===== src/rtl/nibble_serializer.sv =====
`default_nettype none
//==============================================================================
// Module      : nibble_serializer
// Description : Accepts a WORD_W-bit word over a valid/ready handshake and
//               emits it as WORD_W/NIB_W nibbles, least-significant nibble
//               first, one per accepted output beat. A new word can be
//               accepted in the same cycle the final nibble of the current
//               word handshakes, so back-to-back words stream with no bubble.
// Revision    : 1.0 - initial release
//------------------------------------------------------------------------------
// Parameters
//   WORD_W     input word width (integer multiple of NIB_W, >= 2*NIB_W)
//   NIB_W      output nibble width
// Ports
//   clk        in   rising-edge clock
//   rst_n      in   synchronous active-low reset
//   in_valid   in   upstream word valid
//   in_ready   out  block can accept a word this cycle
//   in_data    in   word to serialise, sampled only on the input handshake
//   out_valid  out  out_data holds a valid nibble
//   out_ready  in   downstream accepts the nibble
//   out_data   out  current nibble (0 when no word is held)
//   out_last   out  current nibble is the final nibble of its word
//   out_par    out  even parity of out_data (only when NIBSER_PARITY_EN)
//   busy       out  a word is held
// Configuration
//   NIBSER_PARITY_EN  defined: adds the out_par port.
//==============================================================================
module nibble_serializer #(
   parameter int WORD_W = 16,
   parameter int NIB_W  = 4
) (
   input  logic              clk,
   input  logic              rst_n,
   input  logic              in_valid,
   output logic              in_ready,
   input  logic [WORD_W-1:0] in_data,
   output logic              out_valid,
   input  logic              out_ready,
   output logic [NIB_W-1:0]  out_data,
   output logic              out_last,
`ifdef NIBSER_PARITY_EN
   output logic              out_par,
`endif
   output logic              busy
);

   localparam int                c_n        = WORD_W / NIB_W;
   localparam int                c_cnt_w    = $clog2(c_n);
   localparam logic [c_cnt_w-1:0] c_last_cnt = c_cnt_w'(c_n - 1);

   typedef enum logic [0:0] {
      S_IDLE  = 1'b0,
      S_SHIFT = 1'b1
   } state_t;

   state_t              state_q, state_d;
   logic [WORD_W-1:0]   shreg_q, shreg_d;
   logic [c_cnt_w-1:0]  cnt_q,   cnt_d;

   logic                held;
   logic                at_last;
   logic                in_hs;
   logic                out_hs;

   // Outputs are forced quiet whenever reset is asserted, so nothing from an
   // interrupted word is visible even in the cycle reset is first applied.
   assign held      = rst_n & (state_q == S_SHIFT);
   assign at_last   = (cnt_q == c_last_cnt);

   assign out_valid = held;
   assign busy      = held;
   assign out_data  = held ? shreg_q[NIB_W-1:0] : '0;
   assign out_last  = held & at_last;

   assign out_hs    = out_valid & out_ready;
   // Ready either when empty or when the final nibble leaves this cycle.
   assign in_ready  = rst_n & ((state_q == S_IDLE) | (out_hs & at_last));
   assign in_hs     = in_valid & in_ready;

`ifdef NIBSER_PARITY_EN
   assign out_par   = ^out_data;
`endif

   always_comb begin
      state_d = state_q;
      shreg_d = shreg_q;
      cnt_d   = cnt_q;
      case (state_q)
         S_IDLE: begin
            if (in_hs) begin
               shreg_d = in_data;
               cnt_d   = '0;
               state_d = S_SHIFT;
            end
         end
         S_SHIFT: begin
            if (out_hs) begin
               if (!at_last) begin
                  shreg_d = shreg_q >> NIB_W;
                  cnt_d   = cnt_q + c_cnt_w'(1);
               end else if (in_hs) begin
                  // Reload in the drain cycle: next word starts without a gap.
                  shreg_d = in_data;
                  cnt_d   = '0;
               end else begin
                  cnt_d   = '0;
                  state_d = S_IDLE;
               end
            end
         end
         default: begin
            state_d = S_IDLE;
            cnt_d   = '0;
         end
      endcase
   end

   always_ff @(posedge clk) begin
      if (!rst_n) begin
         state_q <= S_IDLE;
         shreg_q <= '0;
         cnt_q   <= '0;
      end else begin
         state_q <= state_d;
         shreg_q <= shreg_d;
         cnt_q   <= cnt_d;
      end
   end

endmodule
`default_nettype wire


===== config.mk =====
export PLATFORM = sky130hd
export DESIGN_NAME = nibble_serializer
export DESIGN_NICKNAME = d
export VERILOG_FILES = /design/src/rtl/nibble_serializer.sv
export SDC_FILE = /design/constraint.sdc
export NUM_CORES = 1
export LEC_CHECK = 0
export ABC_AREA = 1
export CORE_MARGIN = 4
export CORE_UTILIZATION = 30
export CTS_BUF_LIST = sky130_fd_sc_hd__clkbuf_8
export CTS_CLUSTER_DIAMETER = 150
export DETAILED_ROUTE_END_ITERATION = 6
export GPL_ROUTABILITY_DRIVEN = 0
export SETUP_SLACK_MARGIN = 0.02
export SLEW_MARGIN = 20
export SYNTH_ARGS = -nofsm -noshare
export SYNTH_HDL_FRONTEND = slang
export SYNTH_SLANG_ARGS = --single-unit
export TNS_END_PERCENT = 10

===== constraint.sdc =====
create_clock -name clk -period 1.44 [get_ports clk]
set_input_delay 0.288 -clock clk [delete_from_list [all_inputs] [get_ports clk]]
set_output_delay 0.288 -clock clk [all_outputs]
set_load 0.01 [all_outputs]

Word level (Yosys, flattened, before mapping)
Cells that the tools add are included.
- logic and storage cells: 29
- register bits after elaboration: 19
- output and inout bits: 8
- input port bits: 20
- eq/ne operators: 3
- reductions and logical operators: 1
- bitwise logic cells: 8
- muxes and demuxes: 13
- add/sub/neg operators: 1
- operator list (cell ; number):
    16-bit two-way mux ; 3
    16-bit case mux with 2 select lines ; 1
    1-bit bitwise AND ; 6
    2-bit two-way mux ; 3
    4-bit two-way mux ; 1
    2-bit case mux with 2 select lines ; 1
    1-bit two-way mux ; 3
    2-bit by 1-bit adder with 2-bit output (second input constant) ; 1
    2-bit equality test (second input constant) ; 1
    2-bit by 1-bit != test with 1-bit output (second input constant) ; 1
    2-bit != test (second input constant) ; 1
    1-bit case mux with 2 select lines ; 1
    2-bit AND reduction ; 1
    1-bit inverter ; 1
    1-bit bitwise OR ; 1

Depth between registers and ports, before layout
Gate-level depths: netlist of run 1.
- depth after elaboration: 10
- gate-level depth with buffers: 10
- gate-level depth less buffers: 9

Worst setup path after synthesis of run 1
No wires, ideal clock.
- path kind: register -> output
- from: register cnt_q[0]
- to: output in_ready
- stages on the path, launching flop included: 9
- data arrival time: 1.191 ns
- data required time: 1.152 ns
- buffers on the path: 1
- setup slack: -0.039 ns
- path through: dfxtp_1 ha_1 inv_1 nand2_2 inv_2 nor2_4 buf_2 nand2_1 inv_1
- cells in the longest elaborated chain, start to end: 4
- ends and longest elaborated chain (what ; line ; RTL):
    start: declaration ; 59 ; logic [c_cnt_w-1:0] cnt_q, cnt_d;
    start signal: assignment ; 127 ; cnt_q <= cnt_d;
    2-bit equality test ; 69 ; assign at_last = (cnt_q == c_last_cnt);
    1-bit bitwise AND ; 78 ; assign in_ready = rst_n & ((state_q == S_IDLE) | (out_hs & at_last));
    1-bit bitwise OR ; 78 ;
    1-bit bitwise AND ; 78 ;
    end: declaration ; 36 ; output logic in_ready,
Every way passes these cells.

Worst setup path in the final report of run 1
- from: register cnt_q[1]
- to: output in_ready
Same word-level chain as after synthesis.

==> reports/qor.yml, run 1 <==
outcome: "complete, but fails checks"
violations: "negative setup slack"
synth-seq-cells: 19
num_antenna_cells: 0
layout_min_cycle_time_ns: 1.51
drive_gt1_share_pct: 19.1
power.switching_uw: 550
hold_viol_final: 0
powerDensity_mw_per_mm2: 958
wl_mm: 3.15
preCtsSetupSlack_ns: -0.560
initialDrtViolationCount: 55
syn_to_final_growth_pct: 38.3
combPwrFrac_pct: 36.3
io_buffers: 27
skew_ns: 0.00156
p_int_mw: 1.03
antenna_found_initial: 0
clock_power_share_pct: 24.1
design_area_mm2: 0.00165
slowest_stage: "dfxtp_2"
cap_violations: 0
drtAntennaViolNets: 0
h-tree-depth: 1
synth_area_mm2: 0.00119
crit_type: "reg2out"
worst_pin_slew_ns: 0.228
max_freq_mhz: 663
ys_types: 22
ys_warn_count: 0
synth_area_leaders: "dfxtp_1 (32%), nand2_1 (27%), a21oi_1 (12%)"
drtPass1Iterations: 4
vdd_drop_max_uv: 376
drc: 0
hold_ws_ns: 0.463
vias: 1315
grt_max_degree: 25
avgRoutedWirePerCell_um: 11.1
yosys.area.top_type: "dfxtp_1"
max_stage_delay_ns: 0.36
ctsHoldBuffers: 0
ctsRootBufferMaster: "clkbuf_8"
worstPathArrival_ns: 1.22
core_area_mm2: 0.00374
cts.sinks: 19
p_leak_nw: 0.787
cts_tree: "yes"
hold_class: "reg2reg"
syn-instance-count: 198
grt_pass1_wl_mm: 5.38
endpoint_kind: "primary output"
syn_area_per_cell_um2: 6.02
die_width_um: 71.0
syn_nets: 219
grt_pass1_vias: 1223
num_rows: 22
p_sw_share_pct: 34.9
cp_top_family: "flip-flops"
clock_path_buffers: 2
finalMaxSlewViolations: 0
ioPinCount: 28
dp_hpwl_mm: 2.17
grtUsageTotal_pct: 13.0
clk_pin_slew_ns: 0.08
critPathBufInv: 4
ys_seq_area_share_pct: 31.9
insertion_delay_ns: 0.26
initial_core_util_pct: 31.8
fin_crit_sh_pct: 105
dpl_cell_area_mm2: 0.00161
fin_ws_ns: -0.0677
cp-start-kind: "flop"
viasPerCell: 4.63
overflow: 0
dieArea_mm2: 0.00504
max_slew_margin_pct: 84.8
p_seq_share_pct: 39.6
crit_required_ns: 1.15
synth_top_area_share_pct: 31.9
cts_made_buffers: 3
setup_viol: 1
die_h_um: 71.0
rsz0062_at_grt: "yes"
crit_chain: "ha_4 -> inv_2 -> nand2_2 -> inv_2 -> nor2_4 -> nand2_2 -> inv_1 -> buf_2"
fin_nets: 258
cp_max_fo: 2
## sequential cells by signal, summed over array words and instances, names as in the netlist
signal / count
shreg_q: 16
cnt_q: 2
state_q: 1
## layout make-up
class	instances	area, um2
Clock inverter	1	3.75
Inverter	24	90.1
Multi-Input combinational cell	143	679
Clock buffer	3	41.3
Fill cell	443	2100
Tap cell	48	60.1
Timing Repair Buffer	46	387
Sequential cell	19	387
## worst reg2reg max path: stages (launching register included)
cell and delay, ns:
dfxtp_2 0.36, ha_4 0.13, inv_2 0.03, nand2_2 0.07
buf_6 0.17, nand4_4 0.13, buf_12 0.17, nand2_1 0.05
nand2_1 0.08, nand2_1 0.07, a21oi_1 0.05
## cell usage in the layout (no fill, tap or decap), drive strengths merged
| master | Yosys | final |
|---|---|---|
| ha | 1 | 1 |
| nand2 | 87 | 87 |
| buf | 7 | 21 |
| nand3 | 2 | 2 |
| nor2 | 6 | 6 |
| clkbuf | 5 | 9 |
| inv | 23 | 24 |
| clkdlybuf4s50 | 0 | 17 |
| a22oi | 1 | 1 |
| a21oi | 30 | 30 |
| o21ai | 3 | 3 |
| dfxtp | 19 | 19 |
| clkinv | 1 | 1 |
| nand4 | 13 | 13 |
| dlygate4sd2 | 0 | 2 |
## per-stage QoR
stage	util (%)	std cells	power (mW)	TNS [ns]
after global placement	43.0	279	1.21	-10.28
after CTS	44.3	284	1.60	-0.438
after floorplan	-	198	1.02	0
after detailed placement	43.0	279	1.21	-10.87
final	44.0	284	1.58	-0.0677
after global routing	44.0	284	1.70	-1.13
## cells by family after synthesis
kind of cell | count (synthesis) | share of synthesized area, %
AOI/OAI and AO/OA | 34 | 14.8
adders and majority gates | 1 | 1.05
and+or+nand+nor | 108 | 39.7
DFF | 19 | 31.9
buffers and inverters | 36 | 12.5
## synthesized netlist by cell type
cell type  number
clkinv_1        1
a21oi_2         1
ha_1            1
o21ai_1         1
a22oi_1         1
nand4_1        12
inv_2           2
nor2_4          1
nand3_2         1
buf_1           2
a21oi_1        29
nand4_4         1
nand2_2         2
inv_1          21
nand2_1        85
buf_2           2
nor2_1          5
dfxtp_1        19
nand3_1         1
o21ai_0         2
buf_4           3
clkbuf_1        5
## per-layer routing
| layer | vias up | global-route usage (%) | part of all wire, % |
|---|---|---|---|
| li1 | 702 | - | - |
| met1 | 581 | 17.0 | 50 |
| met2 | 28 | 21.8 | 44 |
| met3 | 4 | 2.56 | 5.2 |
| met4 | 0 | 3.13 | 0.73 |
| met5 | - | 0 | 0 |
## path summary, 6_finish.rpt
path / startpoint / to / slack [ns] / depth (start not counted)
worst max-delay path: cnt_q[1] / in_ready / -0.07 / 8
worst min-delay path: shreg_q[1] / shreg_q[1] / 0.46 / 2
worst max register to register: cnt_q[1] / shreg_q[13] / 0.02 / 10
worst min register to register: shreg_q[1] / shreg_q[1] / 0.46 / 2
## power by group through the flow
| stage | logic, mW | registers [mW] | clock network [mW] |
|---|---|---|---|
| after floorplan | 0.388 | 0.627 | 0 |
| after global placement | 0.574 | 0.634 | 0 |
| after detailed placement | 0.576 | 0.635 | 0 |
| after CTS | 0.575 | 0.625 | 0.397 |
| after global routing | 0.654 | 0.634 | 0.417 |
| final | 0.572 | 0.626 | 0.380 |
## repair_timing
item,CTS,global route
pin swaps,1,2
buffers inserted,1,0
setup endpoints to repair,25,25
gates resized for setup,22,16
No activity file was read; power rests on OpenSTA's default activity.
==> inputs of run 2 (changes only) <==
--- a/config.mk
+++ b/config.mk
@@ -11,7 +11,9 @@
 export CTS_BUF_LIST = sky130_fd_sc_hd__clkbuf_8
 export CTS_CLUSTER_DIAMETER = 150
 export DETAILED_ROUTE_END_ITERATION = 6
+export DONT_BUFFER_PORTS = 1
 export GPL_ROUTABILITY_DRIVEN = 0
+export PLACE_DENSITY_LB_ADDON = 0.05
 export SETUP_SLACK_MARGIN = 0.02
 export SLEW_MARGIN = 20
 export SYNTH_ARGS = -nofsm -noshare
==> reports/qor.yml, run 2 (synthesis results as in run 1) <==
holdPathStages: 2
skew_ns: 0.00523
io_buffers: 0
drc: 0
insertion_delay_ns: 0.26
overflow: 0
rsz0062_at_grt: "yes"
registers.top_by_ff_count: "shreg_q"
cts_made_buffers: 3
fin_nets: 231
ioPinCount: 28
max_freq_mhz: 678
grt_pass1_vias: 1137
dp_hpwl_mm: 2.31
grtUsageTotal_pct: 13.4
cp-start-kind: "flop"
fin_ws_ns: -0.0341
die_width_um: 71.0
outcome: "complete, but fails checks"
endpoint_kind: "primary output"
top_regs: "shreg_q: 16 flops, cnt_q: 2 flops, state_q: 1 flops"
preCtsSetupSlack_ns: 0.00877
layout_min_cycle_time_ns: 1.47
hold_class: "in2reg"
drtAntennaViolNets: 0
avgRoutedWirePerCell_um: 12.9
num_rows: 22
p_leak_nw: 0.682
ctsRootBufferMaster: "clkbuf_8"
initial_core_util_pct: 31.8
hold_ws_ns: 0.154
fin_crit_sh_pct: 102
dpl_cell_area_mm2: 0.00128
violations: "negative setup slack"
wl_mm: 3.31
vias: 1240
dieArea_mm2: 0.00504
mostFrequentLayoutCells: "nand2_1 (83), a21oi_1 (25), inv_1 (19)"
final_common_cell: "nand2_1"
grt_max_degree: 21
crit_required_ns: 1.15
grt_pass1_wl_mm: 5.43
h-tree-depth: 1
reg2regPathDepth: 10
finalMaxSlewViolations: 0
viasPerCell: 4.82
cp_max_fo: 2
finalPower_mw: 1.60
design_area_mm2: 0.00148
die_h_um: 71.0
max_slew_margin_pct: 84.3
cts.sinks: 19
clk_pin_slew_ns: 0.08
drive_gt1_share_pct: 21.1
cap_violations: 0
worstPathArrival_ns: 1.19
syn_to_final_growth_pct: 24.1
cts_tree: "yes"
powerDensity_mw_per_mm2: 1080
largest_reg_flops: 16
postLayoutCoreUtil_pct: 39.5
crit_type: "reg2out"
rrSetupSlack_ns: 0.09
r2r-end: "shreg_q[15]"
initialDrtViolationCount: 42
clock_path_buffers: 2
core_area_mm2: 0.00374
hold_viol_final: 0
holdPathEnd: "cnt_q[0]"
worst_pin_slew_ns: 0.235
num_antenna_cells: 0
antenna_found_initial: 0
drtPass1Iterations: 4
vdd_drop_max_uv: 324
min_from: "rst_n"
setup_viol: 1
r2r_start: "cnt_q[1]"
[run 2: cell types whose count changed in the layout (fill, tap and decap cells not counted), sizes merged]
cell,change
clkdlybuf4s50,-17
clkbuf,-5
buf,-3
dlygate4sd2,-2
clkinv,+1
inv,-1
[run 2: metal layers]
metal / wire (um) / GRT usage, % / part of all wire, %
met1: 1550 / 17.5 / 47
met2: 1560 / 21.2 / 47
met3: 155 / 2.98 / 4.7
met4: 38 / 5.43 / 1.1
met5: 0 / 0 / 0
[run 2: critical path, stage by stage, from the launching register on]
cell and delay, ns:
dfxtp_2 0.36, ha_4 0.13, inv_2 0.04, nand2_4 0.06, inv_4 0.04, nor2_4 0.09, buf_6 0.11, nand2_2 0.04
inv_2 0.06
[run 2: metrics by stage]
step | instances | setup TNS (ns)
6_report | 257 | -0.0341
2_1_floorplan | 198 | 0
3_3_place_gp | 246 | 0
4_1_cts | 254 | -0.128
3_5_place_dp | 246 | 0
5_1_grt | 257 | -0.250
[run 2: area by class of cell]
type,count,area (um2)
Fill cell,430,2270
Clock inverter,1,5.00
Sequential cell,19,384
Tap cell,48,60.1
Clock buffer,3,41.3
Multi-Input combinational cell,143,711
Timing Repair Buffer,19,184
Inverter,24,92.6
[run 2: power by group]
group | internal (mW) | switching, mW
logic | 0.254 | 0.326
clock network | 0.193 | 0.201
registers | 0.590 | 0.0375
[run 2: how the worst max path moves through the flow]
stage | start | to | slack [ns] | depth (start not counted)
after floorplan | rst_n | out_valid | 0.02 | 5
after global placement | cnt_q[0] | shreg_q[15] | 0.04 | 8
after detailed placement | cnt_q[0] | in_ready | 0.009 | 8
after CTS | cnt_q[1] | in_ready | -0.08 | 8
after global routing | cnt_q[1] | in_ready | -0.11 | 8
final | cnt_q[1] | in_ready | -0.03 | 8
[run 2: repair_timing]
| item | in CTS | in global routing |
|---|---|---|
| cloned | 0 | 1 |
| buffers inserted | 4 | 2 |
| setup endpoints to repair | 12 | 23 |
| endpoints found under the hold margin | 0 | 0 |
| hold buffers | 0 | 0 |
| pin swaps | 5 | 7 |
| resized for setup | 11 | 9 |
